`config.mk`:
```
export PLATFORM = sky130hd
export DESIGN_NAME = mux_tree_pipelined_flat
export DESIGN_NICKNAME = d
export VERILOG_FILES = /design/src/rtl/mux_tree_pipelined_pkg.sv /design/src/rtl/mux_tree_pipelined_if.sv /design/src/rtl/mux_tree_pipelined_mux_2by1_reg.sv /design/src/rtl/mux_tree_pipelined.sv /design/src/flat_wrapper.sv
export SDC_FILE = /design/constraint.sdc
export NUM_CORES = 1
export LEC_CHECK = 0
export CORE_ASPECT_RATIO = 2
export CORE_MARGIN = 10
export CORE_UTILIZATION = 45
export DETAILED_ROUTE_END_ITERATION = 10
export HOLD_SLACK_MARGIN = 0.02
export PLACE_DENSITY = 0.75
export SLEW_MARGIN = 30
export SYNTH_ARGS = -nofsm -noshare
export SYNTH_HDL_FRONTEND = slang
export SYNTH_SLANG_ARGS = --single-unit
```
`constraint.sdc`:
```
create_clock -name clk -period 1.5 [get_ports clk]
set_input_delay 0.3 -clock clk [delete_from_list [all_inputs] [get_ports clk]]
set_output_delay 0.3 -clock clk [all_outputs]
set_load 0.01 [all_outputs]
```
`src/rtl/mux_tree_pipelined_pkg.sv`:
```
`default_nettype none
// +--------------------------------------------------------------------+
// | mux_pkg : mode encodings and select-width helper for mux blocks    |
// | Rev 1.0                                                            |
// +--------------------------------------------------------------------+
package mux_pkg;

  localparam logic MUX_MODE_DIRECT = 1'b0;
  localparam logic MUX_MODE_RR     = 1'b1;

  // Select width for an n-way mux; never narrower than one bit.
  function automatic int sel_width(input int n);
    return (n > 1) ? $clog2(n) : 1;
  endfunction

endpackage
`default_nettype wire

```
`src/rtl/mux_tree_pipelined_if.sv`:
```
`default_nettype none
// +--------------------------------------------------------------------+
// | mux_tree_pipelined_if : valid/ready input and output beat bundle   |
// | Rev 1.0                                                            |
// +--------------------------------------------------------------------+
interface mux_tree_pipelined_if #(
  parameter int WIDTH = 8,
  parameter int N_CH  = 8
);
  localparam int SELW = mux_pkg::sel_width(N_CH);

  logic                  in_valid;
  logic                  in_ready;
  logic [N_CH*WIDTH-1:0] in_data;
  logic [SELW-1:0]       sel;
  logic                  mode;
  logic                  out_valid;
  logic                  out_ready;
  logic [WIDTH-1:0]      out_data;
  logic [SELW-1:0]       out_ch;

  modport master (
    output in_valid, in_data, sel, mode, out_ready,
    input  in_ready, out_valid, out_data, out_ch
  );

  modport slave (
    input  in_valid, in_data, sel, mode, out_ready,
    output in_ready, out_valid, out_data, out_ch
  );

endinterface
`default_nettype wire

```
`src/rtl/mux_tree_pipelined_mux_2by1_reg.sv`:
```
`default_nettype none
// +--------------------------------------------------------------------+
// | mux_2by1_reg : 2:1 mux with enabled output register                |
// | Rev 1.0                                                            |
// +--------------------------------------------------------------------+
module mux_2by1_reg #(
  parameter int WIDTH = 8
) (
  input  logic             clk,
  input  logic             rst_n,
  input  logic             en,
  input  logic             sel,
  input  logic [WIDTH-1:0] d0,
  input  logic [WIDTH-1:0] d1,
  output logic [WIDTH-1:0] q
);

  always_ff @(posedge clk or negedge rst_n) begin
    if (!rst_n) begin
      q <= '0;
    end else if (en) begin
      q <= sel ? d1 : d0;
    end
  end

endmodule
`default_nettype wire

```
`src/rtl/mux_tree_pipelined.sv`:
```
`default_nettype none
// +--------------------------------------------------------------------+
// | mux_tree_pipelined : N_CH:1 registered binary mux tree, valid/ready|
// | Rev 1.0                                                            |
// +--------------------------------------------------------------------+
module mux_tree_pipelined
  import mux_pkg::*;
#(
  parameter int WIDTH = 8,
  parameter int N_CH  = 8
) (
  input  logic                 clk,
  input  logic                 rst_n,
  mux_tree_pipelined_if.slave  bus
);

  localparam int LEVELS = sel_width(N_CH);
  localparam int SELW   = LEVELS;

  // Heap-ordered tree: node i has children 2i and 2i+1, leaves at N_CH..2*N_CH-1, root at 1.
  logic [WIDTH-1:0] w_node [1:2*N_CH-1];
  logic [SELW-1:0]  r_sel  [LEVELS];
  logic             r_vld  [LEVELS];
  logic [SELW-1:0]  r_rr_ptr;
  logic [SELW-1:0]  w_eff_sel;
  logic             w_stall;
  logic             w_en;
  logic             w_accept;

  assign w_stall      = bus.out_valid && !bus.out_ready;
  assign w_en         = !w_stall;
  assign w_accept     = bus.in_valid && !w_stall;
  assign bus.in_ready = !w_stall;
  assign w_eff_sel    = (bus.mode == MUX_MODE_RR) ? r_rr_ptr : bus.sel;

  generate
    for (genvar c = 0; c < N_CH; c++) begin : g_leaf
      assign w_node[N_CH+c] = bus.in_data[c*WIDTH +: WIDTH];
    end

    for (genvar k = 0; k < LEVELS; k++) begin : g_lvl
      localparam int BASE = N_CH >> (k + 1);
      logic w_bit;

      // Level 0 steers on the live select; deeper levels use the select carried with the beat.
      if (k == 0) begin : g_first
        assign w_bit = w_eff_sel[0];
      end else begin : g_rest
        assign w_bit = r_sel[k-1][k];
      end

      for (genvar j = 0; j < BASE; j++) begin : g_node
        mux_2by1_reg #(.WIDTH(WIDTH)) u_mux (
          .clk   (clk),
          .rst_n (rst_n),
          .en    (w_en),
          .sel   (w_bit),
          .d0    (w_node[2*(BASE+j)]),
          .d1    (w_node[2*(BASE+j)+1]),
          .q     (w_node[BASE+j])
        );
      end
    end
  endgenerate

  always_ff @(posedge clk or negedge rst_n) begin
    if (!rst_n) begin
      for (int k = 0; k < LEVELS; k++) begin
        r_vld[k] <= 1'b0;
        r_sel[k] <= '0;
      end
    end else if (w_en) begin
      r_vld[0] <= w_accept;
      r_sel[0] <= w_eff_sel;
      for (int k = 1; k < LEVELS; k++) begin
        r_vld[k] <= r_vld[k-1];
        r_sel[k] <= r_sel[k-1];
      end
    end
  end

  // N_CH is a power of two, so the natural counter overflow is the wrap to 0.
  always_ff @(posedge clk or negedge rst_n) begin
    if (!rst_n) begin
      r_rr_ptr <= '0;
    end else if (w_accept && (bus.mode == MUX_MODE_RR)) begin
      r_rr_ptr <= r_rr_ptr + 1'b1;
    end
  end

  assign bus.out_valid = r_vld[LEVELS-1];
  assign bus.out_ch    = r_sel[LEVELS-1];
  assign bus.out_data  = w_node[1];

endmodule
`default_nettype wire

```
`src/flat_wrapper.sv`:
```
// flat-port wrapper written by rule: the top's interface ports become plain ports
module mux_tree_pipelined_flat import mux_pkg::*;
#(
  parameter int WIDTH = 8,
  parameter int N_CH  = 8
)
  (clk, rst_n, bus_in_valid, bus_in_data, bus_sel, bus_mode, bus_out_ready, bus_in_ready, bus_out_valid, bus_out_data, bus_out_ch);
  mux_tree_pipelined_if #(.WIDTH(WIDTH), .N_CH(N_CH)) bus_i ();
  input  logic clk;
  input  logic rst_n;
  input wire logic [$bits(bus_i.in_valid)-1:0] bus_in_valid;
  input wire logic [$bits(bus_i.in_data)-1:0] bus_in_data;
  input wire logic [$bits(bus_i.sel)-1:0] bus_sel;
  input wire logic [$bits(bus_i.mode)-1:0] bus_mode;
  input wire logic [$bits(bus_i.out_ready)-1:0] bus_out_ready;
  output wire logic [$bits(bus_i.in_ready)-1:0] bus_in_ready;
  output wire logic [$bits(bus_i.out_valid)-1:0] bus_out_valid;
  output wire logic [$bits(bus_i.out_data)-1:0] bus_out_data;
  output wire logic [$bits(bus_i.out_ch)-1:0] bus_out_ch;
  assign bus_i.in_valid = bus_in_valid;
  assign bus_i.in_data = bus_in_data;
  assign bus_i.sel = bus_sel;
  assign bus_i.mode = bus_mode;
  assign bus_i.out_ready = bus_out_ready;
  assign bus_in_ready = bus_i.in_ready;
  assign bus_out_valid = bus_i.out_valid;
  assign bus_out_data = bus_i.out_data;
  assign bus_out_ch = bus_i.out_ch;
  mux_tree_pipelined #(.WIDTH(WIDTH), .N_CH(N_CH)) u_core (.clk(clk), .rst_n(rst_n), .bus(bus_i));
endmodule
```
==> reports/qor.csv <==
metric,value,unit
finClkSkew,5.596,ps
critPathKind,in2reg,
instances_no_fill,484,
grt_overflow,0,
fill_cells,556,
cts_buffer_depth,2,
io_buffers,84,
grt_busiest_layer,met2,
max_freq,684.6,MHz
min_path_type,in2async,
antenna_found_initial,0,
synth.net_count,379,
start_util,46.31,%
vias,2427,
dr.pass1.iters,4,
wl_per_cell,15.47,µm
use_met3,4.645,%
grt_max_degree,108,
dp_hpwl,5.308,mm
start_kind,primary input,
cp.required,1690,ps
die_width,79.76,µm
final_max_slew_viol_count,0,
post-place-ws,-450.5,ps
die_y,139.5,µm
clock-sinks,71,
io_pins,85,
diodes,0,
power,0.007582,W
drv_cap,0,
rsz0062_at_grt,no,
cts-htree-levels,3,
yosysWarnings,0,
synth.avg_cell_area,10.50,µm²
seq_area_frac_synth,55.27,%
synth.area.top_cells,"dfrtp_1 (55%), mux2i_1 (18%), nand2_1 (9.6%)",
dieArea,0.01113,mm²
drc,0,
ys_types,22,
gp_congestion,0.7152,
ant_nets,0,
met1_usage,14.18,%
leakagePower,2.042,nW
met2_usage,25.06,%
end_kind,flip-flop,
nNetsFinal,468,
clk_latency,330,ps
layout-drive-gt1-share,8.883,%
grt_pass1_vias,2569,
synth-seq-cells,71,
power_per_cell_area,1687,mW/mm²
syn2layout_area_growth,39.86,%
cp.arrival,1660,ps
outcome,"complete, no violations",
core_area,0.006940,mm²
grt_pass1_wl,12.20,mm
post-place-cells,469,
worstReg2RegStart,u_core.r_rr_ptr[0],
fin_util,64.77,%
syn_inst,306,
synth_area,0.003214,mm²
cts_tree,yes,
crit_fanout,13,
min_period,1461,ps
setup_violations,0,
hold_viol,0,
vias_per_cell,5.014,
synth_top_area_share,55.27,%
synth_area_leader_cell,dfrtp_1,
peakVddDrop,930.0,µV
rows,43,
track_usage,14.15,%
drt_iter0_markers,104,
hold_slack,437.1,ps
max-slew-margin-rel,66.55,%
tightestPinTransition,501.7,ps
root_buffer,clkbuf_16,
totalWireLength,7.486,mm
clk_pin_slew,50,ps
period_share,97.37,%
numCtsBuffers,9,
setup_ws,39.38,ps
startpoint,bus_sel[0],
-- placed cells by master (no fill, tap or decap), types with 2 or more instances in the layout --
master and n:
nand2_1 82, mux2i_2 2, mux2i_1 56, o21ai_0 29, clkdlybuf4s50_1 68, dlygate4sd2_1 15, buf_12 6, buf_16 2
o21ai_1 29, clkbuf_16 9, buf_4 11, dfrtp_1 70
-- area by class of cell --
class,count,area (µm²),share of cell area [%]
Clock buffer,10,229.0,5.093
Sequential cell,71,1778,39.55
Multi-Input combinational cell,209,1292,28.75
Inverter,1,3.754,0.08350
Timing Repair Buffer,103,1080,24.02
Tap cell,90,112.6,2.505
-- cells by family (layout without fill, tap and decap cells) --
| family | count (synthesis) | after routing | share of synthesized area (%) |
|---|---|---|---|
| AO/OA/AOI/OAI | 59 | 59 | 9.186 |
| XOR/XNOR | 2 | 2 | 0.5451 |
| buffers and inverters | 26 | 114 | 4.982 |
| AND/OR/NAND/NOR | 87 | 87 | 10.51 |
| flip-flops | 71 | 71 | 55.27 |
| adder cells (fa/ha/maj) | 1 | 1 | 0.3892 |
| multiplexers | 60 | 60 | 19.11 |
-- cell usage after synthesis --
library cell / count
a21oi_1: 1
buf_4: 3
xor2_1: 1
mux2_2: 1
nand2b_1: 1
nand4_1: 1
clkbuf_1: 10
o21ai_1: 29
xnor2_1: 1
dfrtp_1: 71
buf_8: 3
o21ai_0: 29
buf_6: 1
mux2i_1: 58
and3_2: 1
buf_2: 8
mux2i_4: 1
nand2_1: 82
nor2b_1: 1
nor2_1: 1
inv_1: 1
ha_1: 1
-- where the power goes --
part           total, W  internal, W  leakage (nW)  switching [W]
sequential      0.00321      0.00272         0.857       0.000491
combinational   0.00263      0.00138          1.07        0.00125
clock           0.00175      0.00106         0.112       0.000686
-- critical path, cell delays in order --
cell             delay, ps
clkdlybuf4s50_1        450
mux2i_4                190
buf_12                 160
buf_12                 110
buf_16                 140
mux2i_1                210
o21ai_1                 80
-- sequential cells by signal, summed over array words and instances (netlist names) --
register                     cells
u_core.g_lvl.g_node.u_mux.q     56
u_core.r_vld                     2
u_core.r_sel                     4
u_core.g_lvl.w_bit               2
u_core.bus.out_ch                3
u_core.r_rr_ptr                  3
u_core.bus.out_valid             1
-- final timing paths --
check,endpoint,slack (ps),cells after the start
worst max-delay path,u_core.g_lvl[0].g_node[0].u_mux.q[5],40,7
worst min-delay path,u_core.r_sel[8],440,2
worst max register to register,u_core.g_lvl[0].g_node[0].u_mux.q[5],50,6
worst min register to register,u_core.r_vld[1],460,2
max in group asynchronous,u_core.g_lvl[0].g_node[2].u_mux.q[0],590,3
min in group clk,u_core.r_vld[1],460,2
-- metal layers --
| metal | vias up | routed length, µm |
|---|---|---|
| met2 | 58 | 4161 |
| li1 | 1201 | - |
| met1 | 1152 | 2730 |
| met5 | - | 0 |
| met4 | 0 | 214 |
| met3 | 16 | 379 |
-- stage by stage --
stage | setup TNS, ps | cell area [µm²]
6_report | 0 | 4496
5_1_grt | 0 | 4496
4_1_cts | 0 | 4499
3_5_place_dp | -15120 | 4172
3_3_place_gp | -13650 | 4172
2_1_floorplan | 0 | 3214
-- timing repair --
action	CTS	global route
cloned	2	0
setup endpoints to repair	42	6
pin swaps	0	0
gates resized for setup	18	2
buffers inserted	2	0
endpoints found under the hold margin	25	0
hold buffers	1	0
No activity file was read; power rests on OpenSTA's default activity.
